File: src/rtl/systolic_pkg.sv
// Shared types and helpers for the systolic array feeder.
// Holds the feeder state encoding, counter-width helpers and the skew index rule.
// No logic of its own; imported by the feeder and its skew generator.
package systolic_pkg;

  typedef enum logic [1:0] {IDLE, FEED, DRAIN, DONE} feeder_state_t;

  // Element index selected for one lane on one beat, plus whether the lane is live.
  typedef struct packed {
    logic ok;
    int   idx;
  } skew_t;

  // Number of beats needed to push an NxN skewed wavefront through one side.
  function automatic int beat_count(input int n);
    return 2 * n - 1;
  endfunction

  // Beat counter width; sized so the last beat index fits without wrapping.
  function automatic int beat_cnt_w(input int n);
    return (2 * n - 1 > 1) ? $clog2(2 * n - 1) : 1;
  endfunction

  // Drain counter width; must be able to hold TIMEOUT itself.
  function automatic int drain_cnt_w(input int timeout);
    return $clog2(timeout + 1);
  endfunction

  // Lane `lane` on beat `t` carries element t-lane when that falls inside the matrix.
  function automatic skew_t skew_idx(input int t, input int lane, input int n);
    skew_t r;
    int    d;
    d     = t - lane;
    r.ok  = (d >= 0) && (d < n);
    r.idx = r.ok ? d : 0;
    return r;
  endfunction

endpackage

File: src/rtl/systolic_skew_gen.sv
// Skewed lane mux: builds one beat of A-row / B-column lanes from latched operands.
// Latency: purely combinational, zero cycles.
// Backpressure: none; the caller decides when the beat is registered.
module systolic_skew_gen
  import systolic_pkg::*;
#(
  parameter int N     = 2,
  parameter int WIDTH = 4,
  parameter int TW    = 2
) (
  input  logic [N-1:0][N-1:0][WIDTH-1:0] a,
  input  logic [N-1:0][N-1:0][WIDTH-1:0] b,
  input  logic [TW-1:0]                  t,
  output logic [1:0][N-1:0][WIDTH-1:0]   lanes
);

  skew_t s;

  // Lane i carries A[i][t-i] and B[t-i][i]; lanes outside their window stay zero.
  always_comb begin
    lanes = '0;
    s     = '0;
    for (int i = 0; i < N; i++) begin
      s = skew_idx(int'(t), i, N);
      for (int k = 0; k < N; k++) begin
        if (s.ok && (s.idx == k)) begin
          lanes[0][i] = a[i][k];
          lanes[1][i] = b[k][i];
        end
      end
    end
  end

endmodule

File: src/rtl/systolic_feeder.sv
// Systolic array feeder: accepts an NxN operand pair, streams skewed lanes, returns the product.
// Latency: first beat one cycle after accept, 2N-1 beats, then up to TIMEOUT cycles waiting for finish.
// Backpressure: req_ready low from accept until the result is taken; result held while res_ready is low.
module systolic_feeder
  import systolic_pkg::*;
#(
  parameter int N       = 2,
  parameter int WIDTH   = 4,
  parameter int TIMEOUT = 64
) (
  input  logic                          clk,
  input  logic                          rst,
  input  logic                          req_valid,
  output logic                          req_ready,
  input  logic [N-1:0][N-1:0][WIDTH-1:0] mat_a,
  input  logic [N-1:0][N-1:0][WIDTH-1:0] mat_b,
  output logic [1:0][N-1:0][WIDTH-1:0]   array,
  output logic                          start,
  input  logic                          finish,
  input  logic [N-1:0][N-1:0][WIDTH-1:0] Data,
  output logic                          res_valid,
  input  logic                          res_ready,
  output logic [N-1:0][N-1:0][WIDTH-1:0] result,
  output logic                          err
);

  localparam int BEATS = beat_count(N);
  localparam int TW    = beat_cnt_w(N);
  localparam int CW    = drain_cnt_w(TIMEOUT);

  feeder_state_t state, state_d;

  logic [N-1:0][N-1:0][WIDTH-1:0] a_q, b_q, a_d, b_d;
  logic [TW-1:0]                  t_q, t_d;
  logic [CW-1:0]                  cnt_q, cnt_d;
  logic [N-1:0][N-1:0][WIDTH-1:0] result_d;
  logic [1:0][N-1:0][WIDTH-1:0]   lanes;
  logic                           res_valid_d, err_d;
  logic                           accept, last_beat, timeout_hit;

  assign accept      = (state == IDLE) && req_valid && req_ready;
  assign last_beat   = (t_q == TW'(BEATS - 1));
  assign timeout_hit = (cnt_q == CW'(TIMEOUT - 1));

  // State register; reset abandons any job in flight.
  always_ff @(posedge clk) begin
    if (rst) state <= IDLE;
    else     state <= state_d;
  end

  // Next state; finish is only honoured while draining, and beats a same-cycle timeout.
  always_comb begin
    state_d = state;
    case (state)
      IDLE:    if (accept) state_d = FEED;
      FEED:    if (last_beat) state_d = DRAIN;
      DRAIN:   if (finish || timeout_hit) state_d = DONE;
      DONE:    if (res_valid && res_ready) state_d = IDLE;
      default: state_d = IDLE;
    endcase
  end

  // Next operand/counter/result values; operands are only sampled on accept.
  always_comb begin
    a_d         = a_q;
    b_d         = b_q;
    t_d         = '0;
    cnt_d       = '0;
    res_valid_d = res_valid;
    result_d    = result;
    err_d       = err;
    case (state)
      IDLE: begin
        if (accept) begin
          a_d = mat_a;
          b_d = mat_b;
        end
      end
      FEED: t_d = last_beat ? '0 : t_q + TW'(1);
      DRAIN: begin
        cnt_d = (cnt_q == CW'(TIMEOUT)) ? cnt_q : cnt_q + CW'(1);
        if (finish) begin
          result_d    = Data;
          res_valid_d = 1'b1;
          err_d       = 1'b0;
        end else if (timeout_hit) begin
          result_d    = '0;
          res_valid_d = 1'b1;
          err_d       = 1'b1;
        end
      end
      DONE: begin
        if (res_valid && res_ready) begin
          res_valid_d = 1'b0;
          err_d       = 1'b0;
        end
      end
      default: ;
    endcase
  end

  // The beat shown next cycle is built from next-cycle operands and beat index,
  // so the first beat appears directly after the accept edge.
  systolic_skew_gen #(.N(N), .WIDTH(WIDTH), .TW(TW)) u_skew (
    .a     (a_d),
    .b     (b_d),
    .t     (t_d),
    .lanes (lanes)
  );

  // Registered outputs and datapath state.
  always_ff @(posedge clk) begin
    if (rst) begin
      a_q       <= '0;
      b_q       <= '0;
      t_q       <= '0;
      cnt_q     <= '0;
      req_ready <= 1'b0;
      array     <= '0;
      start     <= 1'b0;
      res_valid <= 1'b0;
      result    <= '0;
      err       <= 1'b0;
    end else begin
      a_q       <= a_d;
      b_q       <= b_d;
      t_q       <= t_d;
      cnt_q     <= cnt_d;
      req_ready <= (state_d == IDLE);
      array     <= (state_d == FEED) ? lanes : '0;
      start     <= accept;
      res_valid <= res_valid_d;
      result    <= result_d;
      err       <= err_d;
    end
  end

endmodule

File: config.mk
export PLATFORM = sky130hd
export DESIGN_NAME = systolic_feeder
export DESIGN_NICKNAME = d
export VERILOG_FILES = /design/src/rtl/systolic_pkg.sv /design/src/rtl/systolic_skew_gen.sv /design/src/rtl/systolic_feeder.sv
export SDC_FILE = /design/constraint.sdc
export NUM_CORES = 1
export LEC_CHECK = 0
export CORE_ASPECT_RATIO = 0.7
export CORE_MARGIN = 4
export CORE_UTILIZATION = 48
export CTS_BUF_LIST = sky130_fd_sc_hd__clkbuf_8
export CTS_CLUSTER_SIZE = 24
export DETAILED_ROUTE_END_ITERATION = 8
export HOLD_SLACK_MARGIN = 0.03
export PLACE_DENSITY = 0.92
export SYNTH_ARGS = -nofsm -noshare
export SYNTH_HDL_FRONTEND = slang
export SYNTH_SLANG_ARGS = --single-unit
File: constraint.sdc
create_clock -name clk -period 2.4 [get_ports clk]
set_clock_uncertainty 0.2 [all_clocks]
set_input_delay 0.72 -clock clk [delete_from_list [all_inputs] [get_ports clk]]
set_output_delay 0.72 -clock clk [all_outputs]
set_load 0.01 [all_outputs]
==> results.toml, run 1 <==
[critical_path]
max_stage_delay_ps = 570
cpLargestDelayFamily = "buffers and inverters"
crit_type = "reg -> out"
end_kind = "primary output"
cp.arrival_ps = 1340
path_buf_inv = 1
crit_required_ps = 1480
crit_fanout = 5
crit_chain = "clkdlybuf4s50_1"
crit_slowest_cell = "clkdlybuf4s50_1"
crit_path_start_kind = "flip-flop"

[floorplan]
die_width_um = 102
io_pins = 89
die_h_um = 73.6
initial_core_util = 0.505
die_area_um2 = 7490
core_um2 = 5840
rows = 23

[place]
pre_cts_ws_ps = -59.2
gp_congestion = 0.756
placed_cells = 443
hpwl_um = 5100
portBuffers = 88

[clock_network]
cts_setup_buffers = 0
clockRootBuffer = "clkbuf_8"
cts-resized-gates = 0
path_clk_slew_ps = 90
cts-hold-fix-buffers = 0
htree_levels = 3
numCtsBuffers = 9
cts_sinks = 79
cts_buffer_depth = 2
cts_tree = "yes"
clk_latency_ps = 350

[layout]
syn_to_final_growth_pct = 38.5
layout-drive-gt1-share = 0.0781
n_antenna_cell = 0
final_cells = 459
final_cell_mix = "87 x clkdlybuf4s50_1, 79 x dfxtp_1, 38 x nor2_1, 32 x mux2i_1"
fill_cells = 414
final_common_cell = "clkdlybuf4s50_1"
fin_nets = 434

[run_status]
outcome = "finished, final reports clean"

[timing]
setup_violations = 0
rsz0062_at_grt = "false"
fmax_mhz = 443
worst_slew_pin_slew_ps = 542
hold_violations = 0
max_slew_margin = 0.639
layout_setup_ws_ps = 144
report.final.slew_viol_count = 0
fin_crit_sh = 0.940
fin_crit_ps = 2260

[synthesis]
syn-cell-area_um2 = 2950
yosys_warnings = 0
synthesis.nets = 349
synth_edf_count = 0
avgSynthCellArea_um2 = 10.0
synthCells = 294
synth_ff_type = "dfxtp_1"
yosysSeqAreaShare = 0.536
synth_seq_cells = 79
synth_cell_types = 41
async_flop_share = 0

[global_routing]
gr-usage-all-layers = 0.203
antenna_found_initial = 0
overflow = 0
grt_pass1_vias = 2389
grt_pass1_wl_um = 11700
grt_start_max_net_pins = 41

[pwr]
p_comb_frac = 0.094
clkPwrFrac = 0.393
power_density_nw_per_um2 = 647
p_leak_uw = 0.00144
switchingPower_uw = 657
switching_share = 0.248
p_seq_frac = 0.514
internal_power_uw = 1990
ir_drop_v = 0.000362

[drt]
wl_per_cell_um = 16.0
via_per_inst = 5.48
vias = 2514
drt-pass1-iter-count = 4
drc = 0
ant_nets = 0
drt_iter0_drc = 177
drt_wl_total_um = 7330

[min_path]
min_path_type = "reg -> reg"

[run]
max_cap_violations = 0
-- worst paths after layout --
kind             start  cells past startpoint  slack (ps)   endpoint
max          res_valid                      1         140  res_valid
min reg2reg     a_q[7]                      2         300     a_q[7]
min             a_q[7]                      2         300     a_q[7]
max reg2reg   cnt_q[0]                      4         500  result[0]
-- cell families (layout without fill, tap and decap cells) --
family	count (synthesis)	after routing	synth area share
AOI/OAI and AO/OA	68	68	0.156
xor gates and xnor gates	3	3	0.00890
adders and majority gates	2	2	0.00847
buffers and inverters	28	118	0.0504
DFF	79	79	0.536
muxes	32	32	0.108
and+or+nand+nor	82	82	0.132
-- synthesized netlist by cell type, types with 2 or more instances --
cell | instances | share of area
xnor2_1 | 2 | 0.0059
a311oi_1 | 16 | 0.047
nand3_1 | 4 | 0.0068
a31oi_1 | 2 | 0.0042
a21oi_1 | 21 | 0.036
nor3_1 | 2 | 0.0034
nand2b_1 | 2 | 0.0042
clkbuf_1 | 11 | 0.014
buf_4 | 2 | 0.0051
o21ai_0 | 4 | 0.0068
nor2_1 | 38 | 0.048
mux2i_1 | 32 | 0.11
ha_1 | 2 | 0.0085
or3_1 | 2 | 0.0042
inv_1 | 6 | 0.0076
o22ai_1 | 16 | 0.034
dfxtp_1 | 79 | 0.54
and3b_1 | 2 | 0.0059
nand2_1 | 21 | 0.027
buf_6 | 4 | 0.015
buf_2 | 5 | 0.0085
nor2b_1 | 2 | 0.0042
-- metrics by stage --
step	utilization	TNS [ps]	instance area (µm²)	power [µW]	hold WS (ps)
4_1_cts	0.700	0	4090	2670	302
5_1_grt	0.700	0	4090	2750	319
3_5_place_dp	0.664	-381	3880	1640	280
3_3_place_gp	0.664	-7.87	3880	1630	270
2_1_floorplan	-	0	2950	1510	256
6_report	0.700	0	4090	2650	299
-- power groups by stage --
stage	Combinational, µW	Clock (µW)	Sequential (µW)
after global placement	238	0	1390
after floorplan	118	0	1390
after global routing	266	1120	1360
after detailed placement	246	0	1390
final	249	1040	1360
after CTS	248	1060	1360
-- layout make-up --
| type | count | area, µm² | area share |
|---|---|---|---|
| Sequential cell | 79 | 1580 | 0.387 |
| Multi-Input combinational cell | 187 | 1220 | 0.299 |
| Timing Repair Buffer | 96 | 961 | 0.235 |
| Clock buffer | 9 | 124 | 0.0303 |
| Tap cell | 75 | 93.8 | 0.0229 |
| Clock inverter | 7 | 85.1 | 0.0208 |
| Inverter | 6 | 22.5 | 0.00551 |
-- registers in the layout, summed over array words and instances (netlist names), 2 cells and up --
name / cells
a_q: 16
state: 2
t_q: 2
b_q: 16
array: 16
cnt_q: 7
result: 16
-- routing by layer --
metal,vias to the layer above,GRT usage,part of all wire,wire [µm]
li1,1221,-,-,-
met4,0,0.0487,0.0082,60
met2,81,0.328,0.49,3580
met3,7,0.0731,0.062,452
met5,-,0,0,0
met1,1205,0.262,0.44,3230
Power figures use the tool's default switching activity.
==> run 2, diff against run 1 <==
Settings changed: CORE_UTILIZATION 48 to 55, DONT_BUFFER_PORTS set to 1, PLACE_DENSITY 0.92 to 0.81, SETUP_SLACK_MARGIN set to 0.15.
==> run 2 against run 1 <==
  * Register-to-register slack better by 30 ps
  * Worst hold slack worse by 45 ps
  * Die area fell by 12%
  * First-iteration DRC count is 49% lower
  * Critical path type is now reg -> reg
  * Critical endpoint is now array[1]
  * Largest power group unchanged
==> results.toml, run 2 (synthesis gave the netlist of run 1 again) <==
[critical_path]
max_stage_delay_ps = 600
crit_path_start_kind = "flip-flop"
crit_fanout = 34
end_kind = "flip-flop"
crit_type = "reg -> reg"
r2r_setup_slack_ps = 530
path_buf_inv = 2
crit_chain = "and4bb_2 > buf_12 > o21ai_1 > buf_4 > o22ai_1"
crit_required_ps = 2410
crit_slowest_cell = "dfxtp_1"
cpLargestDelayFamily = "flip-flops"
cp.arrival_ps = 1880
ff2ff_path_depth = 5
rr_startpoint = "state[1]"
worstReg2RegEnd = "array[1]"

[min_path]
min_from = "rst"
min_path_type = "in -> reg"
holdPathStages = 1
whs_endpoint = "result[12]"

[pwr]
p_leak_uw = 0.00107
internal_power_uw = 1780
p_comb_frac = 0.049
finalPower_uw = 2360
clkPwrFrac = 0.372
switchingPower_uw = 573
ir_drop_v = 0.000605
power_density_nw_per_um2 = 749
switching_share = 0.243
p_seq_frac = 0.579

[clock_network]
cts_buffer_depth = 2
clk_latency_ps = 330
cts_sinks = 79
path_clk_slew_ps = 90
htree_levels = 3
cts_setup_buffers = 0
numCtsBuffers = 9
cts-hold-fix-buffers = 0
cts-resized-gates = 0
clockRootBuffer = "clkbuf_8"
cts_tree = "yes"

[place]
portBuffers = 0
placed_area_um2 = 2970
gp_congestion = 0.789
hpwl_um = 4070

[timing]
hold_violations = 0
rsz0062_at_grt = "false"
worst_slew_pin_slew_ps = 506
fmax_mhz = 534
setup-tns-final_ps = 0
setup_violations = 0
report.final.slew_viol_count = 0
fin_crit_sh = 0.780
max_slew_margin = 0.658
fin_crit_ps = 1870

[drt]
vias = 2059
via_per_inst = 5.64
drt-pass1-iter-count = 4
drc = 0
drt_wl_total_um = 5880
wl_per_cell_um = 16.1
drt_iter0_drc = 91
ant_nets = 0

[run]
max_cap_violations = 0

[global_routing]
gr-usage-all-layers = 0.184
grt_pass1_wl_um = 9790
overflow = 0
antenna_found_initial = 0
grt_start_max_net_pins = 58
grt_pass1_vias = 2094

[floorplan]
die_h_um = 69.3
core_um2 = 5230
rows = 22
die_area_um2 = 6620
io_pins = 89
initial_core_util = 0.565
die_width_um = 95.6

[layout]
fin_area_um2 = 3150
final_common_cell = "dfxtp_1"
layout-drive-gt1-share = 0.0887
fill_cells = 494
final_cell_mix = "79 x dfxtp_1, 38 x nor2_1, 32 x mux2i_1, 21 x nand2_1, 21 x a21oi_1"
regArea_um2 = 1580
n_antenna_cell = 0
multi_input_area_um2 = 1220
fin_nets = 343
syn_to_final_growth_pct = 6.57

[run_status]
outcome = "finished, final reports clean"
==> run 2: changes by cell type in the layout (fill, tap and decap cells not counted) <==
| cell | change |
|---|---|
| inv_6 | -3 |
| clkinvlp_4 | +3 |
| clkinv_2 | +1 |
| bufinv_16 | -1 |
| buf_4 | -2 |
| clkdlybuf4s50_1 | -87 |
| buf_2 | -1 |
| buf_12 | -1 |
==> run 2: cell type report <==
class | instances | share of cell area
Clock buffer | 9 | 0.0394
Clock inverter | 7 | 0.0179
Inverter | 6 | 0.00716
Multi-Input combinational cell | 187 | 0.388
Sequential cell | 79 | 0.503
Tap cell | 72 | 0.0286
Timing Repair Buffer | 5 | 0.0159
==> run 2: power groups by stage <==
stage / combinational (µW) / clock (µW) / sequential, µW
after CTS: 116 / 895 / 1360
after detailed placement: 116 / 0 / 1400
final: 115 / 878 / 1360
after floorplan: 118 / 0 / 1390
after global routing: 129 / 965 / 1370
after global placement: 112 / 0 / 1390
==> run 2: stage by stage <==
step | utilization | instances | hold slack (ps) | setup WS, ps
final | 0.602 | 365 | 254 | 529
after global routing | 0.602 | 365 | 224 | 354
after CTS | 0.602 | 365 | 237 | 518
after detailed placement | 0.567 | 349 | 277 | 401
after global placement | 0.567 | 349 | 269 | 463
after floorplan | - | 294 | 256 | 525
==> run 2: worst max path at each step <==
stage | endpoint | from | cells past startpoint | slack (ps)
6_report | array[1] | state[1] | 5 | 530
5_1_grt | result[1] | state[1] | 4 | 350
4_1_cts | array[1] | state[1] | 5 | 520
3_5_place_dp | array[1] | req_valid | 4 | 400
3_3_place_gp | array[13] | req_valid | 4 | 460
2_1_floorplan | array[0] | req_valid | 4 | 520
==> run 2: metal layers <==
metal	GRT usage	vias to the layer above	wire [µm]
met2	0.277	52	2700
met4	0.0394	0	22
met3	0.0889	2	457
li1	-	1046	-
met5	0	-	0
met1	0.240	959	2700
==> run 3, diff against run 2 <==
Settings changed: PLACE_DENSITY 0.81 to 0.84.
Clock period 2.4 ns to 1.55 ns, I/O delays scaled along.
==> run 3 against run 2 <==
  * The flow now finishes with violations (negative hold slack, negative setup slack)
  * Critical endpoint is now array[11]
  * Critical path type unchanged
  * Highest routed layer unchanged
  * First-iteration DRC count is 27% higher
  * Worst hold slack worse by 290 ps
  * Count of clock-buffer cells in the layout unchanged
  * Largest cell class unchanged
  * Register-to-register slack lost 600 ps
==> results.toml, run 3 (synthesis gave the netlist of run 1 again) <==
[layout]
fin_nets = 364
final_util = 0.722
syn_to_final_growth_pct = 27.9
multi_input_area_um2 = 1500
layout-drive-gt1-share = 0.424
final_cell_mix = "37 x nor2_1, 36 x dfxtp_2, 35 x dfxtp_1, 21 x mux2i_2, 21 x nand2_1"
n_antenna_cell = 0
regArea_um2 = 1660
fill_cells = 369
final_common_cell = "nor2_1"

[timing]
layout_setup_ws_ps = -72.0
max_slew_margin = 0.810
fin_crit_ps = 1620
report.final.slew_viol_count = 0
setup_violations = 42
setup-tns-final_ps = -1290
hold_violations = 17
fin_crit_sh = 1.05
holdWs_ps = -36.2
worst_slew_pin_slew_ps = 285
fmax_mhz = 617
rsz0062_at_grt = "true"

[global_routing]
gr-usage-all-layers = 0.200
overflow = 0
grt_pass1_wl_um = 10300
grt_start_max_net_pins = 58
antenna_found_initial = 0
grt_pass1_vias = 2039

[floorplan]
die_h_um = 69.3
die_area_um2 = 6620
rows = 22
io_pins = 89
initial_core_util = 0.565
die_width_um = 95.6
core_um2 = 5230

[min_path]
holdPathStages = 1
min_path_type = "in -> reg"
whs_endpoint = "result[13]"
min_from = "rst"

[drt]
drc = 0
drt_wl_total_um = 6970
drt_iter0_drc = 116
ant_nets = 0
drt-pass1-iter-count = 4
via_per_inst = 5.85
wl_per_cell_um = 18.1
vias = 2259

[critical_path]
rr_startpoint = "state[0]"
crit_required_ps = 1580
end_kind = "flip-flop"
cp.arrival_ps = 1660
crit_type = "reg -> reg"
crit_chain = "and4bb_4 > clkbuf_16 > mux2i_2 > o22ai_1"
worstReg2RegEnd = "array[11]"
crit_fanout = 14
crit_slowest_cell = "and4bb_4"
max_stage_delay_ps = 390
crit_path_start_kind = "flip-flop"
ff2ff_path_depth = 4
r2r_setup_slack_ps = -70

[pwr]
power_density_nw_per_um2 = 1110
p_leak_uw = 0.00127
finalPower_uw = 4200
ir_drop_v = 0.000895

[run]
max_cap_violations = 0

[clock_network]
cts_buffer_depth = 2
cts_tree = "yes"
htree_levels = 3
cts_sinks = 79
numCtsBuffers = 9
clk_latency_ps = 350
clockRootBuffer = "clkbuf_8"
path_clk_slew_ps = 90

[place]
portBuffers = 0
pre_cts_ws_ps = -138
gp_congestion = 0.745
hpwl_um = 4280

[run_status]
outcome = "complete, but fails checks"
violations = "negative hold slack, negative setup slack"
==> run 3: worst max-delay path: cells and delay by family, from the launching register on <==
kind	cells	cell delay (ps)
AO/OA/AOI/OAI	1	110
buffers and inverters	1	220
flip-flops	1	330
multiplexers	1	250
AND/OR/NAND/NOR	1	390
==> run 3: cell type report <==
type | instances | share of cell area
clock buffers | 9 | 0.0328
clock inverters | 7 | 0.0318
inverters | 6 | 0.00596
multi-input cells | 188 | 0.398
flip-flops and latches | 79 | 0.439
well taps | 72 | 0.0238
repair buffers | 25 | 0.0692
==> run 3: per-stage QoR <==
| stage | cells | cell area, µm² |
|---|---|---|
| CTS | 382 | 3580 |
| detailed placement | 361 | 3130 |
| finish | 386 | 3780 |
| floorplan | 294 | 3040 |
| global route | 386 | 3780 |
| global placement | 361 | 3130 |
==> run 3: worst max path at each step <==
stage	end	slack, ps	startpoint	cells after the start
finish	array[11]	-70	state[0]	4
CTS	cnt_q[1]	-40	cnt_q[4]	3
floorplan	result[0]	-90	cnt_q[0]	6
global placement	array[3]	-90	req_valid	5
global route	array[14]	-120	state[0]	4
detailed placement	array[3]	-140	req_valid	4
==> run 3: routing by layer <==
metal  vias up  global-route usage  part of all wire
met3        16              0.0900             0.097
met4         0              0.0521             0.017
li1       1095                   -                 -
met1      1061               0.270              0.43
met2        87               0.290              0.45
met5         -                   0                 0
==> run 3: power breakdown <==
group,switching [µW],leakage [µW],internal [µW]
Sequential,27.7,0.000664,2070
Clock,767,0.000120,1070
Combinational,125,0.000489,136
==> run 3: repair_timing <==
item / CTS / global route
resized for setup: 57 / 42
pin swaps: 14 / 8
setup endpoints to repair: 103 / 107
endpoints found under the hold margin: 51 / 51
gates cloned: 1 / 1
buffers inserted: 4 / 3
